### src/rtl/uart_rx_ext.sv
// uart_rx_ext: runtime-configurable UART receiver.
// Synchronises rxd and decides each bit by a 3-sample majority vote around mid-bit.
// It detects false starts, parity errors, framing errors, breaks and overruns.
// Completed frames are queued in a first-word-fall-through FIFO with a valid/ready output.
module uart_rx_ext #(
    parameter int MAX_DATA_BITS   = 8,
    parameter int DIV_WIDTH       = 16,
    parameter int SYNC_STAGES     = 3,
    parameter int FIFO_DEPTH_LOG2 = 2
) (
    input  logic                     sclk,
    input  logic                     reset,
    input  logic                     rxd,
    input  logic                     cfg_en,
    input  logic [DIV_WIDTH-1:0]     cfg_div,
    input  logic [3:0]               cfg_data_bits,
    input  logic [1:0]               cfg_parity,
    input  logic                     cfg_stop2,
    output logic [MAX_DATA_BITS-1:0] m_data,
    output logic                     m_perr,
    output logic                     m_ferr,
    output logic                     m_valid,
    input  logic                     m_ready,
    output logic [FIFO_DEPTH_LOG2:0] fifo_level,
    output logic                     overrun,
    output logic                     break_det,
    output logic                     busy
);
    localparam int                       DEPTH    = 2 ** FIFO_DEPTH_LOG2;
    localparam int                       WORD_W   = MAX_DATA_BITS + 2;
    localparam logic [3:0]               MIN_NB   = 4'd5;
    localparam logic [3:0]               MAX_NB   = 4'(MAX_DATA_BITS);
    localparam logic [DIV_WIDTH-1:0]     MIN_DIV  = DIV_WIDTH'(7);
    localparam logic [FIFO_DEPTH_LOG2:0] FULL_LVL = (FIFO_DEPTH_LOG2 + 1)'(DEPTH);

    typedef enum logic [2:0] {IDLE, START, DATA, PARITY, STOP1, STOP2, WAIT_HIGH} state_t;

    state_t                     state, state_next;
    logic [SYNC_STAGES-1:0]     sync_q;
    logic                       rxd_s, rxd_prev;
    logic [DIV_WIDTH-1:0]       cnt, div_q, div_eff, half;
    logic [3:0]                 nb_q, nb_eff, bit_idx;
    logic [1:0]                 par_q;
    logic                       stop2_q, par_en, par_odd;
    logic                       s0, s1, vote, timed;
    logic                       at_s0, at_s1, at_vote, at_end, last_bit, is_break;
    logic [MAX_DATA_BITS-1:0]   data_q;
    logic                       par_acc, par_bit, perr_q;
    logic                       frame_start, frame_push, frame_brk, stop_fail;
    logic                       push_q, brk_q;
    logic [WORD_W-1:0]          push_word, head;
    logic [WORD_W-1:0]          mem [DEPTH];
    logic [FIFO_DEPTH_LOG2-1:0] wptr, rptr;
    logic                       full, pop, do_push;

    assign rxd_s = sync_q[SYNC_STAGES-1];

    // Synchroniser chain and previous-sample flop for start-edge detection.
    always_ff @(posedge sclk) begin
        // NOTE: sequential state always uses non-blocking assignments so every flop samples pre-edge values.
        if (reset) begin
            sync_q   <= '1;
            rxd_prev <= 1'b1;
        end else begin
            sync_q   <= {sync_q[SYNC_STAGES-2:0], rxd};
            rxd_prev <= rxd_s;
        end
    end

    // Effective configuration, bit-timing strobes and the majority vote.
    always_comb begin
        div_eff = (cfg_div < MIN_DIV) ? MIN_DIV : cfg_div;
        if (cfg_data_bits < MIN_NB)      nb_eff = MIN_NB;
        else if (cfg_data_bits > MAX_NB) nb_eff = MAX_NB;
        else                             nb_eff = cfg_data_bits;
        par_en   = par_q[0] ^ par_q[1];
        par_odd  = (par_q == 2'b01);
        half     = div_q >> 1;
        at_s0    = (cnt == half - DIV_WIDTH'(1));
        at_s1    = (cnt == half);
        at_vote  = (cnt == half + DIV_WIDTH'(1));
        at_end   = (cnt == div_q);
        vote     = (s0 & s1) | (s0 & rxd_s) | (s1 & rxd_s);
        timed    = state inside {START, DATA, PARITY, STOP1, STOP2};
        last_bit = (bit_idx == nb_q - 4'd1);
        is_break = (data_q == '0) && !(par_en && par_bit);
    end

    // State register.
    always_ff @(posedge sclk) begin
        if (reset) state <= IDLE;
        else       state <= state_next;
    end

    // Next-state logic and per-frame control strobes.
    always_comb begin
        // NOTE: every output gets a default first, so no path through the case can infer a latch.
        state_next  = state;
        frame_start = 1'b0;
        frame_push  = 1'b0;
        frame_brk   = 1'b0;
        stop_fail   = 1'b0;
        case (state)
            IDLE: if (rxd_prev && !rxd_s) begin
                state_next  = START;
                frame_start = 1'b1;
            end
            START: begin
                if (at_vote && vote) state_next = IDLE;
                else if (at_end)     state_next = DATA;
            end
            DATA:   if (at_end && last_bit) state_next = par_en ? PARITY : STOP1;
            PARITY: if (at_end) state_next = STOP1;
            STOP1: begin
                if (at_vote) begin
                    if (!vote && is_break) begin
                        frame_brk  = 1'b1;
                        state_next = WAIT_HIGH;
                    end else if (!vote) begin
                        frame_push = 1'b1;
                        stop_fail  = 1'b1;
                        state_next = WAIT_HIGH;
                    end else if (!stop2_q) begin
                        frame_push = 1'b1;
                        state_next = IDLE;
                    end
                end else if (at_end && stop2_q) begin
                    state_next = STOP2;
                end
            end
            STOP2: if (at_vote) begin
                frame_push = 1'b1;
                stop_fail  = !vote;
                state_next = vote ? IDLE : WAIT_HIGH;
            end
            WAIT_HIGH: if (rxd_s) state_next = IDLE;
            default:   state_next = IDLE;
        endcase
        if (!cfg_en) begin
            state_next  = IDLE;
            frame_start = 1'b0;
            frame_push  = 1'b0;
            frame_brk   = 1'b0;
        end
    end

    // Bit counter, sample capture, data shift register and parity accumulation.
    always_ff @(posedge sclk) begin
        if (reset) begin
            cnt     <= '0;
            s0      <= 1'b1;
            s1      <= 1'b1;
            data_q  <= '0;
            bit_idx <= '0;
            par_acc <= 1'b0;
            par_bit <= 1'b0;
            perr_q  <= 1'b0;
            div_q   <= MIN_DIV;
            nb_q    <= MAX_NB;
            par_q   <= '0;
            stop2_q <= 1'b0;
        end else if (frame_start) begin
            cnt     <= '0;
            data_q  <= '0;
            bit_idx <= '0;
            par_acc <= 1'b0;
            par_bit <= 1'b0;
            perr_q  <= 1'b0;
            div_q   <= div_eff;
            nb_q    <= nb_eff;
            par_q   <= cfg_parity;
            stop2_q <= cfg_stop2;
        end else if (timed) begin
            cnt <= at_end ? '0 : cnt + DIV_WIDTH'(1);
            if (at_s0) s0 <= rxd_s;
            if (at_s1) s1 <= rxd_s;
            if (state == DATA && at_vote) begin
                // LSB arrives first; shifting in at the MSB leaves N bits in the top of data_q.
                data_q  <= {vote, data_q[MAX_DATA_BITS-1:1]};
                par_acc <= par_acc ^ vote;
            end
            if (state == DATA && at_end) bit_idx <= bit_idx + 4'd1;
            if (state == PARITY && at_vote) begin
                par_bit <= vote;
                perr_q  <= par_acc ^ vote ^ par_odd;
            end
        end
    end

    // Push and break strobes fire the cycle after the deciding stop-bit vote.
    always_ff @(posedge sclk) begin
        if (reset) begin
            push_q    <= 1'b0;
            brk_q     <= 1'b0;
            push_word <= '0;
        end else begin
            push_q <= frame_push;
            brk_q  <= frame_brk;
            if (frame_push) push_word <= {stop_fail, perr_q, data_q >> (MAX_NB - nb_q)};
        end
    end

    assign full    = (fifo_level == FULL_LVL);
    assign m_valid = (fifo_level != '0);
    assign pop     = m_valid && m_ready;
    assign do_push = push_q && (!full || pop);
    assign overrun = push_q && full && !pop;
    assign head    = mem[rptr];

    // FIFO storage: data only, qualified by fifo_level.
    always_ff @(posedge sclk) begin
        // NOTE: the memory array has no reset; empty entries are never exposed because outputs are gated by m_valid.
        if (do_push) mem[wptr] <= push_word;
    end

    // FIFO pointers and occupancy.
    always_ff @(posedge sclk) begin
        if (reset) begin
            wptr       <= '0;
            rptr       <= '0;
            fifo_level <= '0;
        end else begin
            if (do_push) wptr <= wptr + 1'b1;
            if (pop)     rptr <= rptr + 1'b1;
            case ({do_push, pop})
                2'b10:   fifo_level <= fifo_level + 1'b1;
                2'b01:   fifo_level <= fifo_level - 1'b1;
                default: fifo_level <= fifo_level;
            endcase
        end
    end

    assign m_data    = m_valid ? head[MAX_DATA_BITS-1:0] : '0;
    assign m_perr    = m_valid & head[MAX_DATA_BITS];
    assign m_ferr    = m_valid & head[MAX_DATA_BITS+1];
    assign break_det = brk_q;
    assign busy      = (state != IDLE);

endmodule

### config.mk
export PLATFORM = sky130hd
export DESIGN_NAME = uart_rx_ext
export DESIGN_NICKNAME = d
export VERILOG_FILES = /design/src/rtl/uart_rx_ext.sv
export SDC_FILE = /design/constraint.sdc
export NUM_CORES = 1
export LEC_CHECK = 0
export ABC_AREA = 1
export BUFFER_PORTS_ARGS = -buffer_cell sky130_fd_sc_hd__buf_4
export CAP_MARGIN = 20
export CORE_ASPECT_RATIO = 1.25
export CORE_MARGIN = 2
export CORE_UTILIZATION = 61
export DETAILED_ROUTE_END_ITERATION = 8
export HOLD_SLACK_MARGIN = 0.03
export PLACE_DENSITY = 0.8
export SLEW_MARGIN = 20
export SYNTH_ARGS = -nofsm -noshare
export SYNTH_HDL_FRONTEND = slang
export SYNTH_SLANG_ARGS = --single-unit
### constraint.sdc
create_clock -name sclk -period 2.6 [get_ports sclk]
set_clock_uncertainty 0.1 [all_clocks]
set_input_delay 0.39 -clock sclk [delete_from_list [all_inputs] [get_ports sclk]]
set_output_delay 0.39 -clock sclk [all_outputs]
set_load 0.1 [all_outputs]
* Yosys cells after proc, flatten, opt, wreduce, memory -nomap -nowiden
Memories as Yosys holds them, arrays and structs flattened. A register that Yosys moved wholly into a read port is not among the register bits.
Index checks and enable logic that the tools add are counted.
** Operators by class
- Add/sub/neg operators :: 10
- $lt $le $gt $ge :: 3
- Equality and inequality tests :: 23
- Shift operators :: 1
- Muxes and demuxes :: 41
- Bitwise gates (word level) :: 14
- Reductions and logical operators :: 35
** Operators with widths (number)
- 16-bit equality test :: 3
- 3-bit two-way mux :: 14
- 16-bit two-way mux :: 2
- 3-bit one-hot mux with 7 select lines :: 1
- 15-bit by 1-bit adder with 16-bit output (second input constant) :: 1
- 16-bit by 1-bit adder with 16-bit output (second input constant) :: 1
- 16-bit by 15-bit equality test with 1-bit output :: 1
- 16-bit by 3-bit < comparator with 1-bit output (second input constant) :: 1
- 1-bit two-way mux :: 16
- 15-bit by 1-bit subtractor with 16-bit output (second input constant) :: 1
- 1-bit logical AND :: 14
- 3-bit equality test (second input constant) :: 4
- 8-bit zero test :: 1
- 4-bit two-way mux :: 2
- 8-bit two-way mux :: 1
- 2-bit != test (second input constant) :: 4
- 8-bit AND reduction :: 1
- 8-bit by 4-bit >> shifter with 8-bit output :: 1
- 3-bit by 2-bit equality test with 1-bit output (second input constant) :: 2
- 3-bit by 2-bit != test with 1-bit output (second input constant) :: 2
- 3-bit one-hot mux with 2 select lines :: 1
- 2-bit AND reduction :: 3
- 3-bit AND reduction :: 2
- 3-bit nonzero test :: 2
- other kinds (27) :: 46
** Word-level totals
- Register bits after elaboration :: 82
- Memory bits (writable) :: 40
- Bits of input ports :: 28
- Output and inout port bits :: 17
- Logic and storage cells :: 149
- Memories :: 1
** Memory list
- mem :: words 4, bits a word 10, read ports 1, clocked after memory_dff 1, write ports 1, line 52 : logic [WORD_W-1:0] mem [DEPTH];

* Depth between registers and ports, before layout
- Depth after elaboration :: 9
- Depth in mapped cells :: 19
- Gate-level depth less buffers :: 19

* Worst setup path after synthesis
OpenSTA, ideal clock, no wires.
- Path kind :: register to output
- Start point :: register fifo_level[2]
- End point :: output m_data[0]
- Arrival :: 3648 ps
- Required time :: 2110 ps
- Slack :: -1538 ps
- Cell stages (with the launch flop) :: 6
- Buffers on the path :: 1
- Cells stage by stage :: dfxtp_1 > inv_1 > nand2_1 > inv_1 > clkbuf_1 > a21oi_1
** Between the ends
- Longest elaborated chain between the ends :: 2
** Ends and longest elaborated chain
- start: declaration :: line 24 : output logic [FIFO_DEPTH_LOG2:0] fifo_level,
- start signal: assignment :: line 226 : 2'b10: fifo_level <= fifo_level + 1'b1;
- start signal: assignment :: line 227 : 2'b01: fifo_level <= fifo_level - 1'b1;
- start signal: assignment :: line 228 : default: fifo_level <= fifo_level;
- 3-bit nonzero test :: line 204 : assign m_valid = (fifo_level != '0);
- named net m_valid :: line 22 : output logic m_valid,
- 8-bit two-way mux :: line 233 : assign m_data = m_valid ? head[MAX_DATA_BITS-1:0] : '0;
- end: declaration :: line 19 : output logic [MAX_DATA_BITS-1:0] m_data,
The timed path passes the listed nets, and every way through them passes these cells.

* Final worst setup path
- Start point :: register div_q[1]
- End point :: register push_word[5]
** Between the ends
- Longest elaborated chain between the ends :: 5
- Elaborated cells between the ends (all ways) :: 6
- Those cells by class :: add/sub (1); eq/ne (1); mux (4)
** Ends and longest elaborated chain
- start: declaration :: line 41 : logic [DIV_WIDTH-1:0] cnt, div_q, div_eff, half;
- start signal: assignment :: line 169 : div_q <= div_eff;
- 15-bit by 1-bit adder with 16-bit output (*) :: line 81 : at_vote = (cnt == half + DIV_WIDTH'(1));
- 16-bit equality test (*) :: line 81
- 1-bit two-way mux (on tied branches) :: line 131, 115
- 1-bit one-hot mux with 2 select lines (*) :: line 103 : case (state)
- 1-bit two-way mux (*) :: line 139 : if (!cfg_en) begin
- end signal: assignment :: line 199 : if (frame_push) push_word <= {stop_fail, perr_q, data_q >> (MAX_NB - nb_q)};
- end: declaration :: line 51 : logic [WORD_W-1:0] push_word, head;
Mark *: on every way between the ends. The rest lies on a longest branch, timed or not.
A chain may end at the register's enable or synchronous reset.

==> qor.txt <==
outcome = finished clean
leakage = 3.43 nW
Core Area = 11,100 sq um
Overflow after GRT = 0
PD cells = 558 nW/um^2
CTS HTree Levels = 4
Mapped Avg Cell Area = 7.22 sq um
Slew HR = 62.4%
most common cell after layout, fill and taps aside = nand2_1
Ports = 45
later-pin clock latency in the skew report = 0.41 ns
largest net degree at the start of global routing = 21
Post-Synth Simple-Gate Area = 30.8%
min cycle time layout = 2.45 ns
antenna violations before repair = 0
port buffer count = 44
Worst Setup SP = div_q[1]
R2R Path Start = div_q[1]
total iterations of the first detailed-routing run = 5
top cell type's share of synthesized area = 24.2%
die area = 12,200 sq um
Reg clk slew, reported paths = 0.06 ns
Mapped Area = 6940 sq um
worst-margin pin slew = 0.562 ns
synthesized net count = 1,001
CP Launch Type = flip-flop
Post-Synth Adder-Cell Area = 2.27%
placed cells = 1,142
final setup TNS = 0 ns
share of cells above drive strength 1 = 16.5%
post-synth cell types = 47
CTS max path bufs = 2
Synth Instances = 961
Yosys Warn Count = 0
fillers = 862
Power Total = 4.65 mW
Via Count = 6,494
hpwl dp = 13,100 um
Min-Delay Startpoint = rxd
Compound-Gate Fraction of Synth Area = 13.5%
Final nets = 1,072
crit path kind = reg -> reg
antenna-violating nets left = 0
# setup viols final = 0
Final Hold Fails = 0
synthesis-to-layout area growth = 20.1%
FP Rows = 43
cts hold-fix bufs = 0
combinational family with the most area after synthesis = simple AND/OR/NAND/NOR gates
worst path required time = 2.84 ns
width of the die = 99.4 um
Finished Layout Cells = 1,180
peak supply drop = 0.443 mV
register bit total from synthesis = 124
GPL Wtd Cong = 0.992
Remaining DRCs = 0
main area contributors after synthesis = dfxtp_1 24%, edfxtp_1 17%, nand2_1 11%, nor2_1 7.6%, inv_1 6.2%
initial drt markers = 399
Max Transition Viols Final = 0
CTS tree = yes
register area share after synthesis = 41.5%
Ant. Diodes = 0
drt wl/cell = 15.1 um
clock sinks = 124
Critical Path AT = 2.69 ns
via-per-instance ratio = 5.50
Total GRT Usage = 29.1%
Yosys top cell by area = dfxtp_1
CTS buffer count = 17
fin crit share = 94.3%
Achievable Freq = 408 MHz
vias in the first global route = 6,014
final instance area = 8340 sq um
XOR/XNOR Fraction of Synth Area = 3.41%
RSZ-0062 raised after global routing = yes
mux cell area share after synthesis = 0%
Root Buffer = clkbuf_16
Min Hold Slack = 0.0669 ns
Initial Util = 62.6%
worst hold-check path type = in -> reg
first-pass GRT wire length = 28,200 um
maxcap violations = 0
die height = 123 um
Routed WL = 17,800 um
Critical Path Sink Type = flip-flop
most frequent cells in the layout = 204 x nand2_1, 136 x nor2_1, 113 x inv_1
critical-path maximum fanout = 11
Cell Area, Placed = 7680 sq um
## final cells by class
cell class | count | area (sq um) | area share [%]
multi-input combinational | 690 | 3650 | 43.7
sequential | 124 | 2900 | 34.8
timing repair buffer | 80 | 629 | 7.55
clock buffer | 20 | 447 | 5.36
inverter | 119 | 447 | 5.36
tap | 135 | 169 | 2.03
clock inverter | 12 | 97.6 | 1.17
## where the power goes
group          leakage, nW  total (mW)  switching, mW  internal [mW]
registers             1.04        2.03         0.0233           2.00
logic                 2.13       0.430          0.275          0.156
clock network        0.259        2.20          0.869           1.33
total                 3.43        4.65           1.17           3.49
## repair_timing
item,CTS,global route
resized for setup,0,22
endpoints found under the setup margin,0,22
buffers inserted,0,5
## Yosys cell counts, drive strengths merged
cell type  number
nand4          31
a2111oi         2
clkbuf         18
nor3b           1
o211ai          8
o221ai          1
dfxtp          84
o22a            1
o32ai           1
edfxtp         40
buf            11
a211oi          3
o21bai          1
a21oi          56
a31oi           1
ha             11
nand3          55
o22ai           2
nor4            9
o21ai          78
a22o            2
o21a            6
xnor2           8
a21o            1
a22oi           4
xor2           19
nor3           16
fa              1
inv           118
clkinv          1
nand3b          3
nor2          148
or2             5
nand2         215
## state kept, by name, indices dropped and copies added (netlist names), 2 cells and up, named ones only
name,flops
bit_idx,4
cnt,16
data_q,8
div_q,16
fifo_level,3
mem,40
nb_q,4
par_q,2
push_word,10
rptr,2
state,3
sync_q,3
wptr,2
## critical path: stages, from the launching register on
cell and delay, ns:
dfxtp_4 0.37, ha_2 0.20, nand3_2 0.11, nor2_2 0.15, buf_12 0.15, nand2_1 0.05
nand2_1 0.08, nand2_1 0.08, nor2_2 0.10, nand2_1 0.08, nor2_4 0.12, nand2_4 0.11
inv_2 0.10, nand3_4 0.10, o21ai_4 0.14, buf_6 0.15, a21oi_1 0.06, nor2_1 0.13
## metal layers
metal	GRT usage, %	part of all wire, %	vias up
li1	-	-	3312
met1	32.9	41	2933
met2	53.6	51	208
met3	5.48	4.9	41
met4	12.2	3.3	0
met5	0	0	-
## cell families after synthesis
group / count (synthesis)
xor+xnor: 27
flops: 124
compound gates: 167
fa+ha+maj: 12
buf+inv: 148
simple gates: 483
## final timing paths
path / to / slack [ns] / cells after the start
setup / recovery: push_word[5] / 0.15 / 17
hold / removal: sync_q[0] / 0.07 / 2
setup reg to reg: push_word[5] / 0.15 / 17
hold reg to reg: sync_q[2] / 0.32 / 1
## metrics by stage
| step | utilization, % | setup WS [ns] |
|---|---|---|
| floorplan | - | 0.0512 |
| global placement | 69.3 | 0.138 |
| detailed placement | 69.3 | 0.0426 |
| CTS | 74.2 | 0.00643 |
| global route | 75.2 | -0.0352 |
| finish | 75.2 | 0.148 |
(Power assumes the default switching activity.)
